## src/rtl/muldiv_pkg.sv

```systemverilog
// Shared types and constants for the RV32M multiply/divide sequencer.
// Also holds the operand-signedness helpers used when operands are launched.
package muldiv_pkg;

  localparam int MULDIV_XLEN  = 32;
  localparam int MULDIV_ITERS = MULDIV_XLEN;

  typedef enum logic [2:0] {
    OP_MUL    = 3'b000,
    OP_MULH   = 3'b001,
    OP_MULHSU = 3'b010,
    OP_MULHU  = 3'b011,
    OP_DIV    = 3'b100,
    OP_DIVU   = 3'b101,
    OP_REM    = 3'b110,
    OP_REMU   = 3'b111
  } muldiv_op_e;

  typedef enum logic [1:0] {
    IDLE = 2'd0,
    BUSY = 2'd1,
    DONE = 2'd2
  } muldiv_state_e;

  function automatic logic op_is_div(input muldiv_op_e op);
    return op[2];
  endfunction

  function automatic logic op_a_signed(input muldiv_op_e op);
    return (op == OP_MUL) || (op == OP_MULH) || (op == OP_MULHSU) ||
           (op == OP_DIV) || (op == OP_REM);
  endfunction

  // MULHSU treats rs2 as unsigned, so it is absent here.
  function automatic logic op_b_signed(input muldiv_op_e op);
    return (op == OP_MUL) || (op == OP_MULH) || (op == OP_DIV) || (op == OP_REM);
  endfunction

endpackage

```

## src/rtl/muldiv_iter_dp.sv

```systemverilog
// One-bit-per-cycle datapath: shift-add multiplier and restoring divider
// sharing a high/low register pair. Operands arrive as unsigned magnitudes.
module muldiv_iter_dp #(
  parameter int XLEN = 32
) (
  input  logic            clk,
  input  logic            reset_n,
  input  logic            load_i,
  input  logic            step_i,
  input  logic            is_div_i,
  input  logic [XLEN-1:0] a_i,
  input  logic [XLEN-1:0] b_i,
  output logic [XLEN-1:0] hi_nxt_o,
  output logic [XLEN-1:0] lo_nxt_o
);

  // hi: product upper half / partial remainder; lo: multiplier / dividend-then-quotient
  logic [XLEN-1:0] hi_q, lo_q, b_q;

  logic [XLEN:0]   mul_sum;
  logic [XLEN:0]   div_shift;
  logic [XLEN-1:0] div_diff;
  logic            div_borrow;

  always_comb begin
    mul_sum    = {1'b0, hi_q} + (lo_q[0] ? {1'b0, b_q} : '0);
    div_shift  = {hi_q, lo_q[XLEN-1]};
    div_borrow = (div_shift < {1'b0, b_q});
    // Only consumed when there is no borrow, where the difference fits XLEN bits.
    div_diff   = div_shift[XLEN-1:0] - b_q;
    if (is_div_i) begin
      hi_nxt_o = div_borrow ? div_shift[XLEN-1:0] : div_diff;
      lo_nxt_o = {lo_q[XLEN-2:0], ~div_borrow};
    end else begin
      hi_nxt_o = mul_sum[XLEN:1];
      lo_nxt_o = {mul_sum[0], lo_q[XLEN-1:1]};
    end
  end

  always_ff @(posedge clk or negedge reset_n) begin
    if (!reset_n) begin
      hi_q <= '0;
      lo_q <= '0;
      b_q  <= '0;
    end else if (load_i) begin
      hi_q <= '0;
      lo_q <= a_i;
      b_q  <= b_i;
    end else if (step_i) begin
      hi_q <= hi_nxt_o;
      lo_q <= lo_nxt_o;
    end
  end

endmodule

```

## src/rtl/muldiv_sequencer.sv

```systemverilog
// Execute-stage RV32M sequencer: stalls F/D/E while the iterative datapath
// runs, then strobes the sign-corrected result for one cycle.
module muldiv_sequencer
  import muldiv_pkg::*;
#(
  parameter int XLEN = MULDIV_XLEN
) (
  input  logic            clk,
  input  logic            reset_n,
  input  logic            start_i,
  input  logic [2:0]      funct3_i,
  input  logic [XLEN-1:0] src_a_i,
  input  logic [XLEN-1:0] src_b_i,
  input  logic            flush_i,
  output logic            stall_o,
  output logic [XLEN-1:0] result_o,
  output logic            valid_o,
  output muldiv_state_e   state_o
);

  localparam int              CNT_W    = $clog2(XLEN);
  localparam logic [CNT_W-1:0] LAST_CNT = CNT_W'(XLEN - 1);

  // Handshake: start_i is a level held by the pipeline stall; a launch happens
  // on any edge where IDLE & start_i & ~flush_i. valid_o is a single-cycle
  // strobe with no back-pressure; result_o is meaningful only while valid_o.
  muldiv_state_e    state_q;
  muldiv_op_e       op_q;
  logic             neg_q;
  logic [CNT_W-1:0] count_q;
  logic [XLEN-1:0]  result_q;
  logic             valid_q;

  muldiv_op_e      op_in;
  logic            sa_in, sb_in, neg_in;
  logic [XLEN-1:0] a_mag, b_mag;
  logic            div_zero, div_ovf, special;
  logic [XLEN-1:0] special_res;
  logic            launch, step;

  logic [XLEN-1:0]   hi_nxt, lo_nxt;
  logic [2*XLEN-1:0] prod_full, prod_fix;
  logic [XLEN-1:0]   quot_fix, rem_fix, final_res;

  always_comb begin
    op_in    = muldiv_op_e'(funct3_i);
    sa_in    = op_a_signed(op_in) & src_a_i[XLEN-1];
    sb_in    = op_b_signed(op_in) & src_b_i[XLEN-1];
    a_mag    = sa_in ? (~src_a_i + 1'b1) : src_a_i;
    b_mag    = sb_in ? (~src_b_i + 1'b1) : src_b_i;
    neg_in   = ((op_in == OP_REM) || (op_in == OP_REMU)) ? sa_in : (sa_in ^ sb_in);
    div_zero = op_is_div(op_in) && (src_b_i == '0);
    div_ovf  = ((op_in == OP_DIV) || (op_in == OP_REM)) &&
               (src_a_i == {1'b1, {(XLEN-1){1'b0}}}) && (src_b_i == '1);
    special  = div_zero || div_ovf;
    // Division by zero wins over overflow (b cannot be both 0 and -1).
    if (div_zero)
      special_res = op_in[1] ? src_a_i : '1;
    else
      special_res = op_in[1] ? '0 : src_a_i;
    launch = (state_q == IDLE) && start_i && !flush_i;
    step   = (state_q == BUSY) && !flush_i;
  end

  muldiv_iter_dp #(.XLEN(XLEN)) u_dp (
    .clk      (clk),
    .reset_n  (reset_n),
    .load_i   (launch),
    .step_i   (step),
    .is_div_i (op_is_div(op_q)),
    .a_i      (a_mag),
    .b_i      (b_mag),
    .hi_nxt_o (hi_nxt),
    .lo_nxt_o (lo_nxt)
  );

  // Sign fix uses the datapath's next values so the result registers on the
  // same edge that enters DONE.
  always_comb begin
    prod_full = {hi_nxt, lo_nxt};
    prod_fix  = neg_q ? (~prod_full + 1'b1) : prod_full;
    quot_fix  = neg_q ? (~lo_nxt + 1'b1) : lo_nxt;
    rem_fix   = neg_q ? (~hi_nxt + 1'b1) : hi_nxt;
    case (op_q)
      OP_MUL:                     final_res = prod_fix[XLEN-1:0];
      OP_MULH, OP_MULHSU, OP_MULHU: final_res = prod_fix[2*XLEN-1:XLEN];
      OP_DIV, OP_DIVU:            final_res = quot_fix;
      OP_REM, OP_REMU:            final_res = rem_fix;
      default:                    final_res = '0;
    endcase
  end

  always_ff @(posedge clk or negedge reset_n) begin
    if (!reset_n) begin
      state_q  <= IDLE;
      op_q     <= OP_MUL;
      neg_q    <= 1'b0;
      count_q  <= '0;
      result_q <= '0;
      valid_q  <= 1'b0;
    end else begin
      case (state_q)
        IDLE: begin
          valid_q <= 1'b0;
          if (launch) begin
            op_q    <= op_in;
            neg_q   <= neg_in;
            count_q <= '0;
            if (special) begin
              state_q  <= DONE;
              result_q <= special_res;
              valid_q  <= 1'b1;
            end else begin
              state_q <= BUSY;
            end
          end
        end
        BUSY: begin
          if (flush_i) begin
            state_q <= IDLE;
          end else begin
            count_q <= count_q + 1'b1;
            if (count_q == LAST_CNT) begin
              state_q  <= DONE;
              result_q <= final_res;
              valid_q  <= 1'b1;
            end
          end
        end
        DONE: begin
          state_q <= IDLE;
          valid_q <= 1'b0;
        end
        default: begin
          state_q <= IDLE;
          valid_q <= 1'b0;
        end
      endcase
    end
  end

  // A flush landing in DONE kills the instruction in E, so the strobe is masked.
  assign valid_o  = valid_q && !flush_i;
  assign result_o = result_q;
  assign stall_o  = launch || (state_q == BUSY);
  assign state_o  = state_q;

endmodule

```

## config.mk

```make
export PLATFORM = sky130hd
export DESIGN_NAME = muldiv_sequencer
export DESIGN_NICKNAME = d
export VERILOG_FILES = /design/src/rtl/muldiv_pkg.sv /design/src/rtl/muldiv_iter_dp.sv /design/src/rtl/muldiv_sequencer.sv
export SDC_FILE = /design/constraint.sdc
export NUM_CORES = 1
export LEC_CHECK = 0
export ABC_AREA = 1
export CAP_MARGIN = 5
export CORE_ASPECT_RATIO = 0.8
export CORE_MARGIN = 4
export CORE_UTILIZATION = 25
export CTS_BUF_LIST = sky130_fd_sc_hd__clkbuf_8
export DETAILED_ROUTE_END_ITERATION = 10
export PLACE_DENSITY_LB_ADDON = 0.3
export SLEW_MARGIN = 20
export SYNTH_ARGS = -nofsm -noshare
export SYNTH_HDL_FRONTEND = slang
export SYNTH_SLANG_ARGS = --single-unit
```

## constraint.sdc

```tcl
create_clock -name clk -period 4.1 [get_ports clk]
set_input_delay 0.82 -clock clk [delete_from_list [all_inputs] [get_ports clk]]
set_output_delay 0.82 -clock clk [all_outputs]
set_load 0.01 [all_outputs]
```

==> metrics.md <==
| Metric | Value |
|---|---|
| Status | finished clean |
| CTS Buf Count | 17 |
| Core Footprint | 0.0693 mm^2 |
| DR WL met3 | 8170 um |
| Worst slack at placement | 0.00451 ns |
| DR WL/cell | 19.5 um |
| CP endpoint kind | flip-flop |
| WHS | 0.180 ns |
| Std-Cell Rows | 86 |
| Worst-margin pin slew | 0.866 ns |
| Clk sink count | 140 |
| Ys Warns | 0 |
| WL met2 | 33700 um |
| Cell family with the largest share of critical-path delay | simple AND/OR/NAND/NOR gates |
| Initial core utilization | 25.4% |
| Fill cells | 7908 |
| First-pass GRT wire length | 123000 um |
| Cell Area, Placed | 0.0212 mm^2 |
| Syn Std Cell Area | 0.0176 mm^2 |
| Die Span Y | 245 um |
| XOR/XNOR share of the synthesized area | 4.83% |
| Cell count after placement | 4212 |
| Syn avg cell area | 5.76 um^2 |
| Skew final | 0.0374 ns |
| GPL Wtd Cong | 0.978 |
| Max cap viols | 0 |
| Die area | 0.0747 mm^2 |
| Number of port buffers | 106 |
| Highest Signal Layer | met4 |
| Crit path buf inv count | 3 |
| CTS Buffer Depth | 2 |
| Adder-Cell Fraction of Synth Area | 5.27% |
| Critical Path RT | 4.55 ns |
| Critical path's largest stage delay | 0.45 ns |
| Via density | 4.98 |
| Switching Share | 59.5% |
| Mapped Cells | 3057 |
| Post-synth top cells | 901 x nand2_1, 421 x inv_1, 313 x nor2_1 |
| Final ANT Viol Nets | 0 |
| Worst-path clk slew | 0.12 ns |
| First-pass DRT Iterations | 6 |
| Final WS setup | 0.217 ns |
| Design Power | 22.7 mW |
| RSZ-0062 raised after global routing | yes |
| Area Overhead vs Synth | 26.0% |
| Fin util | 32.0% |
| Comb pwr share | 83.2% |
| Seq/Total Area, Yosys | 19.9% |
| Clk Latency, worst-skew pair | 0.59 ns |
| H-tree Lvls | 4 |
| Final Slew Violations | 0 |
| Yosys top cell by area | dfrtp_1 |
| Crit path max fanout | 4 |
| Chip Width | 305 um |
| Fraction of the mapped netlist area in simple logic gates | 41.6% |
| Fraction of registers with async set/reset | 100% |
| Critical path launch point type | flip-flop |
| Largest net degree at the start of global routing | 69 |
| Synth top area cells | dfrtp_1 20%, nand2_1 19%, inv_1 9.0% |
| DRT iter0 DRCs | 2607 |
| Syn_nets | 3201 |
| Number of synthesized flops with an enable pin | 0 |
| Initial antenna violation count | 2 |
| Fraction of layout cells with a size suffix above 1 | 14.5% |
| Most used cell, CP | nand2_1 |
| Leakage power | 11.1 nW |
| Clock root buffer | clkbuf_8 |
| Fin area | 0.0222 mm^2 |
| Grt ovf | 0 |
| TNS Setup | 0 ns |
| DRC Markers | 0 |
| Wl on met1 | 39600 um |
| Fmax | 258 MHz |
| Hpwl dp | 68200 um |
| Yosys reg bits | 140 |
| Period utilisation layout | 94.7% |
| Main combinational cell family by area after synthesis | simple AND/OR/NAND/NOR gates |
| Final setup vio count | 0 |
| Crit Path Category | reg2reg |
| Share of the synthesized area in the top cell type | 19.9% |
| CTS hold repair buffers | 0 |
| Mux contribution to synthesized area | 0% |
| Nets | 3462 |
| Sw power | 13.5 mW |
| Post-synthesis cell type count | 59 |
| Min cycle time layout | 3.88 ns |
| Power share of the clock group | 5.6% |
| CP arrival | 4.33 ns |
| TritonCTS clock tree | built |
| GRT Util Overall | 21.6% |
| Vias in the first global route | 19340 |
| Complex-gate fraction of the synthesized area | 16.2% |
| Top-count cell post-synth | nand2_1 |
| Main synth FF type | dfrtp_1 |
| Top-Level Pins | 107 |
| Power Density | 1030 mW/mm^2 |
| Crit path max-delay cell type | dfrtp_1 |
| Flop pwr share | 11.2% |
| HP Class | in2async |
| Worst vdd ir | 0.413 mV |
| Final hold vios | 0 |
| Detailed-route via count | 21189 |
| Int Pwr | 9.21 mW |
| Fin cells | 4257 |
| Routed WL | 83100 um |
| Relative slew slack | 42.3% |
-- final timing paths --
kind                                                 from                  endpoint  slack (ns)  cells after the start
worst max-delay path            u_dp.hi_q[14]$_DFFE_PN0P_  result_o[18]$_DFFE_PN0P_        0.22                     30
worst min-delay path                              reset_n  u_dp.b_q[14]$_DFFE_PN0P_        0.18                      1
worst max register to register  u_dp.hi_q[14]$_DFFE_PN0P_  result_o[18]$_DFFE_PN0P_        0.22                     30
worst min register to register   result_o[31]$_DFFE_PN0P_  result_o[31]$_DFFE_PN0P_        0.49                      2
max in group asynchronous                         reset_n         neg_q$_DFFE_PN0P_        3.07                      2
min in group clk                 result_o[31]$_DFFE_PN0P_  result_o[31]$_DFFE_PN0P_        0.49                      2
-- routing by layer --
layer | track usage [%] | vias to the layer above
met4 | 5.04 | 0
met1 | 32.2 | 9798
met5 | 0 | -
met3 | 5.34 | 81
li1 | - | 10403
met2 | 31.0 | 907
-- power groups by stage --
stage | Sequential, mW | Combinational [mW] | Clock (mW)
after floorplan | 2.43 | 10.9 | 0
after global placement | 2.53 | 17.8 | 0
after detailed placement | 2.54 | 17.8 | 0
after CTS | 2.51 | 17.9 | 1.30
after global routing | 2.62 | 20.7 | 1.36
final | 2.55 | 18.9 | 1.28
-- state kept, by name, summed over array words and instances, names as in the netlist --
register   flops
count_q        5
u_dp.lo_q     32
valid_q        1
u_dp.hi_q     32
op_q           3
result_o      32
state_o        2
u_dp.b_q      32
neg_q          1
-- cells in the final DEF (no fill, tap or decap), types with 32 or more instances in the layout --
| master | n |
|---|---|
| nand2_1 | 878 |
| inv_1 | 407 |
| nor2_1 | 303 |
| nand3_1 | 253 |
| o21ai_0 | 241 |
| buf_4 | 231 |
| dfrtp_1 | 137 |
| a21oi_1 | 127 |
| clkdlybuf4s50_1 | 105 |
| xor2_1 | 74 |
| ha_1 | 52 |
| nand2_2 | 47 |
| nand4_1 | 47 |
| o22ai_1 | 34 |
| inv_2 | 33 |
| nor3_1 | 32 |
-- final cells by class --
| class | count | area, um^2 | share of cell area, % |
|---|---|---|---|
| flip-flops and latches | 140 | 3510 | 15.8 |
| multi-input cells | 2368 | 12500 | 56.2 |
| diodes | 2 | 5.00 | 0.0226 |
| well taps | 924 | 1160 | 5.21 |
| inverters | 445 | 1670 | 7.54 |
| repair buffers | 346 | 2970 | 13.4 |
| clock buffers | 20 | 275 | 1.24 |
| clock inverters | 12 | 138 | 0.621 |
-- logic make-up after synthesis --
logic type,count (synthesis)
and+or+nand+nor,1679
buffers and inverters,549
AOI/OAI and AO/OA,519
DFF,140
xor gates and xnor gates,97
adders and majority gates,73
-- repair_timing --
action	4_1_cts	5_1_grt
setup endpoints to repair	0	28
gates resized for setup	0	112
setup buffers	0	11
No activity file was read; power rests on OpenSTA's default activity.
